File: src/rtl/dram_ctrl.sv
// rtl/dram_ctrl.sv - FPM DRAM controller with CAS-before-RAS refresh
//
// Responder-side controller for a 32-bit FPM SIMM. A decoded CPU cycle
// (ramCEn low) is turned into a RAS/CAS sequence and then acknowledged with
// ramACKn. Refresh is generated internally and takes priority over new cycles.
//
// Ports:
//   sysClk, sysRESETn        clock, asynchronous active-low reset
//   ramCEn, cpuRWn, cpuSIZ   decoded RAM select, direction, 68030 size
//   cpuAddr, cpuAddrLo       CPU A[2*ROW_BITS+1:2] (row = high half), A[1:0]
//   dramAddr, dramRASn,      multiplexed address and strobes to the SIMM
//   dramCASn, dramWEn        (dramCASn[3] = D31:24)
//   ramACKn                  cycle acknowledge back to the bus controller
//   refBusy                  high while a refresh sequence is in progress
module dram_ctrl #(
  parameter int ROW_BITS       = 11,
  parameter int RAS_CAS        = 1,
  parameter int CAS_WIDTH      = 2,
  parameter int PRECHARGE      = 2,
  parameter int REFRESH_PERIOD = 390,
  parameter int REFRESH_WIDTH  = 3
) (
  input  logic                  sysClk,
  input  logic                  sysRESETn,
  input  logic                  ramCEn,
  input  logic                  cpuRWn,
  input  logic [1:0]            cpuSIZ,
  input  logic [2*ROW_BITS-1:0] cpuAddr,
  input  logic [1:0]            cpuAddrLo,
  output logic [ROW_BITS-1:0]   dramAddr,
  output logic                  dramRASn,
  output logic [3:0]            dramCASn,
  output logic                  dramWEn,
  output logic                  ramACKn,
  output logic                  refBusy
);

  localparam int REF_W = (REFRESH_PERIOD > 2) ? $clog2(REFRESH_PERIOD) : 1;
  localparam logic [REF_W-1:0] REF_RELOAD = REF_W'(REFRESH_PERIOD - 1);
  localparam logic [7:0] RAS_CAS_LD = 8'(RAS_CAS - 1);
  localparam logic [7:0] CAS_W_LD   = 8'(CAS_WIDTH - 1);
  localparam logic [7:0] PRE_LD     = 8'(PRECHARGE - 1);
  localparam logic [7:0] REF_W_LD   = 8'(REFRESH_WIDTH - 1);

  typedef enum logic [2:0] {
    IDLE, ROW, COL, ACK, PRE, REF1, REF2, REF3
  } state_t;

  state_t             state;
  logic [7:0]         holdCnt;
  logic [REF_W-1:0]   refCnt;
  logic               refPend;
  logic               refExpire;
  logic               refNow;
  logic [3:0]         laneEn;
  logic               s1, s0, a1, a0;

  assign s1 = cpuSIZ[1];
  assign s0 = cpuSIZ[0];
  assign a1 = cpuAddrLo[1];
  assign a0 = cpuAddrLo[0];

  // 68030 byte-lane enables for writes; [3] is the upper byte (D31:24).
  assign laneEn[3] = ~a1 & ~a0;
  assign laneEn[2] = (~a1 & a0) | (~a1 & ~s0) | (~a1 & s1);
  assign laneEn[1] = (a1 & ~a0) | (~a1 & ~s0 & ~s1) | (~a1 & s1 & s0) | (~a1 & a0 & ~s0);
  assign laneEn[0] = (a1 & a0) | (a0 & s0 & s1) | (~s0 & ~s1) | (a1 & s1);

  // An expiry in the same clock as an IDLE request still wins, so a refresh
  // colliding with a falling ramCEn is served first.
  assign refExpire = (refCnt == '0);
  assign refNow    = refPend | refExpire;

  always_ff @(posedge sysClk or negedge sysRESETn) begin
    if (!sysRESETn) begin
      state    <= IDLE;
      holdCnt  <= '0;
      refCnt   <= REF_RELOAD;
      refPend  <= 1'b0;
      dramAddr <= '0;
      dramRASn <= 1'b1;
      dramCASn <= 4'hF;
      dramWEn  <= 1'b1;
      ramACKn  <= 1'b1;
      refBusy  <= 1'b0;
    end else begin
      refCnt <= refExpire ? REF_RELOAD : refCnt - 1'b1;

      // Entering REF1 consumes the pending request (including one expiring now);
      // a further expiry while pending is simply absorbed.
      if (state == IDLE && refNow) begin
        refPend <= 1'b0;
      end else if (refExpire) begin
        refPend <= 1'b1;
      end

      case (state)
        IDLE: begin
          if (refNow) begin
            state    <= REF1;
            refBusy  <= 1'b1;
            dramCASn <= 4'h0;
            dramWEn  <= 1'b1;
          end else if (!ramCEn) begin
            state    <= ROW;
            holdCnt  <= RAS_CAS_LD;
            dramAddr <= cpuAddr[2*ROW_BITS-1:ROW_BITS];
            dramRASn <= 1'b0;
            dramWEn  <= cpuRWn;
          end
        end
        ROW: begin
          if (ramCEn) begin
            // CPU abandoned the cycle: drop everything, no acknowledge.
            state    <= PRE;
            holdCnt  <= PRE_LD;
            dramRASn <= 1'b1;
            dramCASn <= 4'hF;
            dramWEn  <= 1'b1;
          end else if (holdCnt == '0) begin
            state    <= COL;
            holdCnt  <= CAS_W_LD;
            dramAddr <= cpuAddr[ROW_BITS-1:0];
            dramCASn <= cpuRWn ? 4'h0 : ~laneEn;
          end else begin
            holdCnt <= holdCnt - 1'b1;
          end
        end
        COL: begin
          if (ramCEn) begin
            state    <= PRE;
            holdCnt  <= PRE_LD;
            dramRASn <= 1'b1;
            dramCASn <= 4'hF;
            dramWEn  <= 1'b1;
          end else if (holdCnt == '0) begin
            state   <= ACK;
            ramACKn <= 1'b0;
          end else begin
            holdCnt <= holdCnt - 1'b1;
          end
        end
        ACK: begin
          if (ramCEn) begin
            state    <= PRE;
            holdCnt  <= PRE_LD;
            ramACKn  <= 1'b1;
            dramRASn <= 1'b1;
            dramCASn <= 4'hF;
            dramWEn  <= 1'b1;
          end
        end
        PRE: begin
          if (holdCnt == '0) begin
            state   <= IDLE;
            refBusy <= 1'b0;
          end else begin
            holdCnt <= holdCnt - 1'b1;
          end
        end
        REF1: begin
          // CAS has been low for one clock; now drop RAS for the CBR cycle.
          state    <= REF2;
          holdCnt  <= REF_W_LD;
          dramRASn <= 1'b0;
        end
        REF2: begin
          if (holdCnt == '0) begin
            state    <= REF3;
            dramRASn <= 1'b1;
            dramCASn <= 4'hF;
          end else begin
            holdCnt <= holdCnt - 1'b1;
          end
        end
        REF3: begin
          state   <= PRE;
          holdCnt <= PRE_LD;
        end
        default: state <= IDLE;
      endcase
    end
  end

endmodule

File: config.mk
export PLATFORM = sky130hd
export DESIGN_NAME = dram_ctrl
export DESIGN_NICKNAME = d
export VERILOG_FILES = /design/src/rtl/dram_ctrl.sv
export SDC_FILE = /design/constraint.sdc
export NUM_CORES = 1
export LEC_CHECK = 0
export ABC_AREA = 1
export CORE_MARGIN = 1
export CORE_UTILIZATION = 30
export CTS_CLUSTER_DIAMETER = 100
export CTS_CLUSTER_SIZE = 25
export DETAILED_ROUTE_END_ITERATION = 7
export SLEW_MARGIN = 15
export SYNTH_ARGS = -nofsm -noshare
export SYNTH_HDL_FRONTEND = slang
export SYNTH_SLANG_ARGS = --single-unit
File: constraint.sdc
create_clock -name sysClk -period 2.85 [get_ports sysClk]
set_clock_uncertainty 0.15 [all_clocks]
set_input_delay 0.4275 -clock sysClk [delete_from_list [all_inputs] [get_ports sysClk]]
set_output_delay 0.4275 -clock sysClk [all_outputs]
set_load 0.03 [all_outputs]
# [Word-level counts from Yosys, hierarchy flattened]
# Index checks and enable logic that the tools add are counted.
[totals] reg_bits=40 word_cells=129 input_bits=30 output_inout_bits=19
[classes] bitwise_logic=27 muxes=46 n_addsub=2 n_reduce_logical=22 n_eq_ne=22
[op_table] cell="$mux 8" count=7
[op_table] cell="$pmux 8 s7" count=1
[op_table] cell="$mux 11" count=4
[op_table] cell="$mux 3" count=9
[op_table] cell="$mux 4" count=6
[op_table] cell="$pmux 3 s8" count=1
[op_table] cell="$pmux 11 s2" count=1
[op_table] cell="$ne 2x2->1 const B" count=10
[op_table] cell="$pmux 4 s4" count=1
[op_table] cell="$reduce_and 5->1" count=3
[op_table] cell="$and 1x1->1" count=13
[op_table] cell="$eq 3x3->1 const B" count=4
[op_table] cell="$mux 1" count=11
[op_table] cell="$reduce_bool 2->1" count=5
[op_table] cell="$logic_not 9->1" count=1
[op_table] cell="$mux 9" count=1
[op_table] cell="$ne 3x3->1 const B" count=3
[op_table] cell="$or 1x1->1" count=9
[op_table] cell="$reduce_and 3->1" count=3
[op_table] cell="$sub 9x1->9 const B" count=1
[op_table] cell="$logic_not 8->1" count=1
[op_table] cell="$reduce_bool 4->1" count=2
[op_table] cell="$sub 8x1->8 const B" count=1
[op_table] cell="$eq 3x2->1 const B" count=2
[op_table] cell="other kinds (12)" count=19

# [Logic depth before layout (Yosys ltp)]
[logic_depth] ltp_word=11 mapped_depth=11 ltp_nobuf=11

# [Least setup slack after synthesis]
# OpenSTA, ideal clock, no wires.
[synth_path] path_type="register -> register" start="reg refCnt[0]" end="reg dramAddr[0]" required_time_ns=2.577 path_buffers=1 path_stages_with_launch=12 arrival_ns=1.446 slack_ns=1.130 period_less_slack_ns=1.720 cell_sequence="dfstp_2 inv_1 ha_1 nand2_1 nor2_2 nand2_4 nand2_4 nand2_4 nand2_2 buf_6 nand2_1 o21ai_1"
[synth_between] elab_chain_len=4
[synth_rtl] item="start: declaration" line_no="51" rtl="logic [REF_W-1:0] refCnt;"
[synth_rtl] item="start signal: assignment" line_no="87" rtl="refCnt <= refExpire ? REF_RELOAD : refCnt - 1'b1;"
[synth_rtl] item="$logic_not 9->1" line_no="71" rtl="assign refExpire = (refCnt == '0);"
[synth_rtl] item="$or 1x1->1" line_no="72" rtl="assign refNow = refPend | refExpire;"
[synth_rtl] item="$ne 2x2->1 (no source line)"
[synth_rtl] item="$reduce_and 5->1 (no source line)"
[synth_rtl] item="end signal: assignment" line_no="107" rtl="dramAddr <= cpuAddr[2*ROW_BITS-1:ROW_BITS];"
[synth_rtl] item="end signal: assignment" line_no="123" rtl="dramAddr <= cpuAddr[ROW_BITS-1:0];"
[synth_rtl] item="end: declaration" line_no="30" rtl="output logic [ROW_BITS-1:0] dramAddr,"
# Every way passes these cells.
# A chain may end at the register's enable or synchronous reset.

# [Worst setup path after layout]
[layout_path] start="reg dramWEn" end="out dramWEn"
[layout_lines] item="start: declaration" line_no="33" rtl="output logic dramWEn,"
[layout_lines] item="start signal: assignment" line_no="109" rtl="dramWEn <= cpuRWn;"
# No word-level cell between the ends.

==> flow_metrics.tcl <==
set metrics [dict create \
    post-route-min-period_ns 2.08 \
    area.growth.synth_to_final_pct 29.2 \
    data_arrival_critical_path_ns 1.51 \
    floorplan.io_pins 49 \
    finalSetupViolations 0 \
    worst_ep_required_time_ns 2.27 \
    synth_nets 351 \
    timing.rr.start "refCnt[0]" \
    grt_max_degree 41 \
    leftover_overflow_at_the_end_of_global_routing 0 \
    gp_routability_congestion 0.851 \
    min_period_over_period 0.731 \
    final_layout_size_suffix_gt1_frac 0.139 \
    num_antenna_cells 0 \
    power_w 0.00313 \
    timing.critical_path.fanout_max 2 \
    timing_worst_slew_pin_value_ns 0.881 \
    worst_r2r_endpoint "dramAddr[9]" \
    worst_hold_slack_ns 0.0956 \
    critical_path.top_delay_family "buffers and inverters" \
    synth.ff_latch_count 40 \
    ir_drop_mv 0.410 \
    initial_core_util 0.308 \
    clkSlewWorstSetupHoldPaths_ns 0.08 \
    r2r_setup_slack_ns 0.89 \
    crit_buf_inv 1 \
    fin_nets 401 \
    port_buffers 48 \
    min_delay_path_class "input pin to asynchronous set/reset pin" \
    place_ws_ns 0.747 \
    place.detailed.instances 461 \
    totalWireLength_mm 5.23 \
    root_buffer "sky130_fd_sc_hd__clkbuf_8" \
    tritoncts "built" \
    cts_setup_buffers 0 \
    synth-edff-count 0 \
    core_area_um2 7690 \
    routed_wire_length_per_instance_um 11.2 \
    timing.final.max_slew_violations 0 \
    timing.reg2reg.worst_path_depth 10 \
    core.rowCount 32 \
    postSynthAreaPerCell_um2 7.50 \
    cts_buffers 5 \
    via_count 2145 \
    max-clock-path-buffers 2 \
    drv.max_cap_violation_count 0 \
    floorplan.die.width_um 90.9 \
    setup_slack_ns 0.767 \
    dieArea_um2 8250 \
    groute.usage.overall 0.135 \
    synth_top_cells_by_count "sky130_fd_sc_hd__nand2_1 (79), sky130_fd_sc_hd__o21ai_0 (37), sky130_fd_sc_hd__dfrtp_1 (29)" \
    clock_sinks 40 \
    htree_levels 2 \
    synth_most_common_cell "sky130_fd_sc_hd__nand2_1" \
    power_density_nw_per_um2 1020 \
    max_slew_margin 0.412 \
    yosys.area.top_type "sky130_fd_sc_hd__dfrtp_1" \
    synthTopCellsByArea "sky130_fd_sc_hd__dfrtp_1 (31%), sky130_fd_sc_hd__nand2_1 (13%), sky130_fd_sc_hd__dfstp_2 (12%), sky130_fd_sc_hd__o21ai_0 (7.8%), sky130_fd_sc_hd__nand3_1 (4.2%)" \
    fp.dieH_um 90.9 \
    critPathKind "flop to primary output" \
    portion_of_the_post_synthesis_area_used_by_sequential_elements 0.428 \
    async_sr_flop_fraction 1.00 \
    clk-insertion-delay-late_ns 0.29 \
    antenna_found_initial 0 \
    cp-start-kind "flop" \
    stdcell_count 469 \
    via_per_inst 4.57 \
    synthDistinctLibCells 31 \
    hold_violations 0 \
    max_stage_delay_ns 0.67 \
    fmax_ghz 0.480 \
    mappedNetlistArea_um2 2370 \
    cts.hold.buffers_added 0 \
    cp_num_cells 1 \
    outcome "finished clean" \
    critPathLaunch "dramWEn" \
    drt_iter0_drc 73 \
    grt_setup_unrepaired "no" \
    antenna_violating_nets_post_route 0 \
    drt_pass1_iterations 4 \
    hpwl_mm 3.97 \
    netlist_instances 316 \
    yosysTopAreaCellShare 0.306 \
    timing.critical_path.to_type "primary output" \
    setup_total_negative_slack_ns 0 \
    postSynth.topFlopCell "sky130_fd_sc_hd__dfrtp_1" \
    remaining_design_rule_violation_count 0 \
    first_global_vias 1981 \
    cts_resized 0 \
    worst_path_max_delay_cell "sky130_fd_sc_hd__clkdlybuf4s50_1" \
    timing.critical_path.to "dramWEn" \
    grt_first_pass_wirelength_mm 9.14 \
    synth_warnings 0 \
    cell_by_cell_trace_of_the_critical_path "clkdlybuf4s50_1" \
    leakage_nw 1.45 \
]
-- worst min-delay path by stage --
stage	start	to	slack (ns)
2_1_floorplan	sysRESETn	dramAddr[0]	-0.02
3_3_place_gp	refCnt[0]	refCnt[0]	0.30
6_report	sysRESETn	holdCnt[3]	0.1
3_5_place_dp	dramRASn	dramRASn	0.31
4_1_cts	sysRESETn	holdCnt[7]	0.15
5_1_grt	sysRESETn	holdCnt[5]	0.19
-- state kept, by name, summed over array words and instances (netlist names), 3 cells and up --
register / cells
dramAddr: 11
dramCASn: 4
refCnt: 9
state: 3
holdCnt: 8
-- per-layer routing --
layer / GRT usage / share of wire
met4: 0.0357 / 0.011
met5: 0 / 0
met1: 0.189 / 0.51
met3: 0.0311 / 0.061
met2: 0.210 / 0.42
-- cell families after synthesis --
kind of cell,Yosys count,synth area share
compound gates,69,0.153
xor+xnor,3,0.0111
fa+ha+maj,5,0.0264
buf+inv,42,0.0750
flops,40,0.428
simple gates,157,0.306
-- cell type report --
class                           count  area [um^2]
Clock buffer                        7         96.3
Clock inverter                      1         30.0
Fill cell                         792         4630
Inverter                           37          139
Multi-Input combinational cell    234         1180
Sequential cell                    40         1010
Tap cell                          102          128
Timing Repair Buffer               48          475
-- layout by cell type, fill, tap and decap left out, drive strengths merged --
master and instances:
nor3 5, xor2 2, bufinv 1, o21a 1
ha 5, nor2 29, xnor2 1, dfstp 11
inv 37, buf 1, clkbuf 7, o21ai 52
nand2 88, a31oi 3, nand3b 3, a21oi 12
a21boi 1, clkdlybuf4s50 47, nand3 21, dfrtp 29
or2 11
-- power breakdown --
| group | total [W] | internal, W | switching, W |
|---|---|---|---|
| clock | 0.000510 | 0.000309 | 0.000201 |
| combinational | 0.00168 | 0.000627 | 0.00106 |
| sequential | 0.000934 | 0.000789 | 0.000146 |
| total | 0.00313 | 0.00172 | 0.00140 |
-- through the flow --
stage               area (um^2)   util
finish                     3060  0.398
global route               3060  0.398
CTS                        3060  0.398
detailed placement         2930  0.382
global placement           2930  0.382
floorplan                  2370      -
Power figures use the tool's default switching activity.
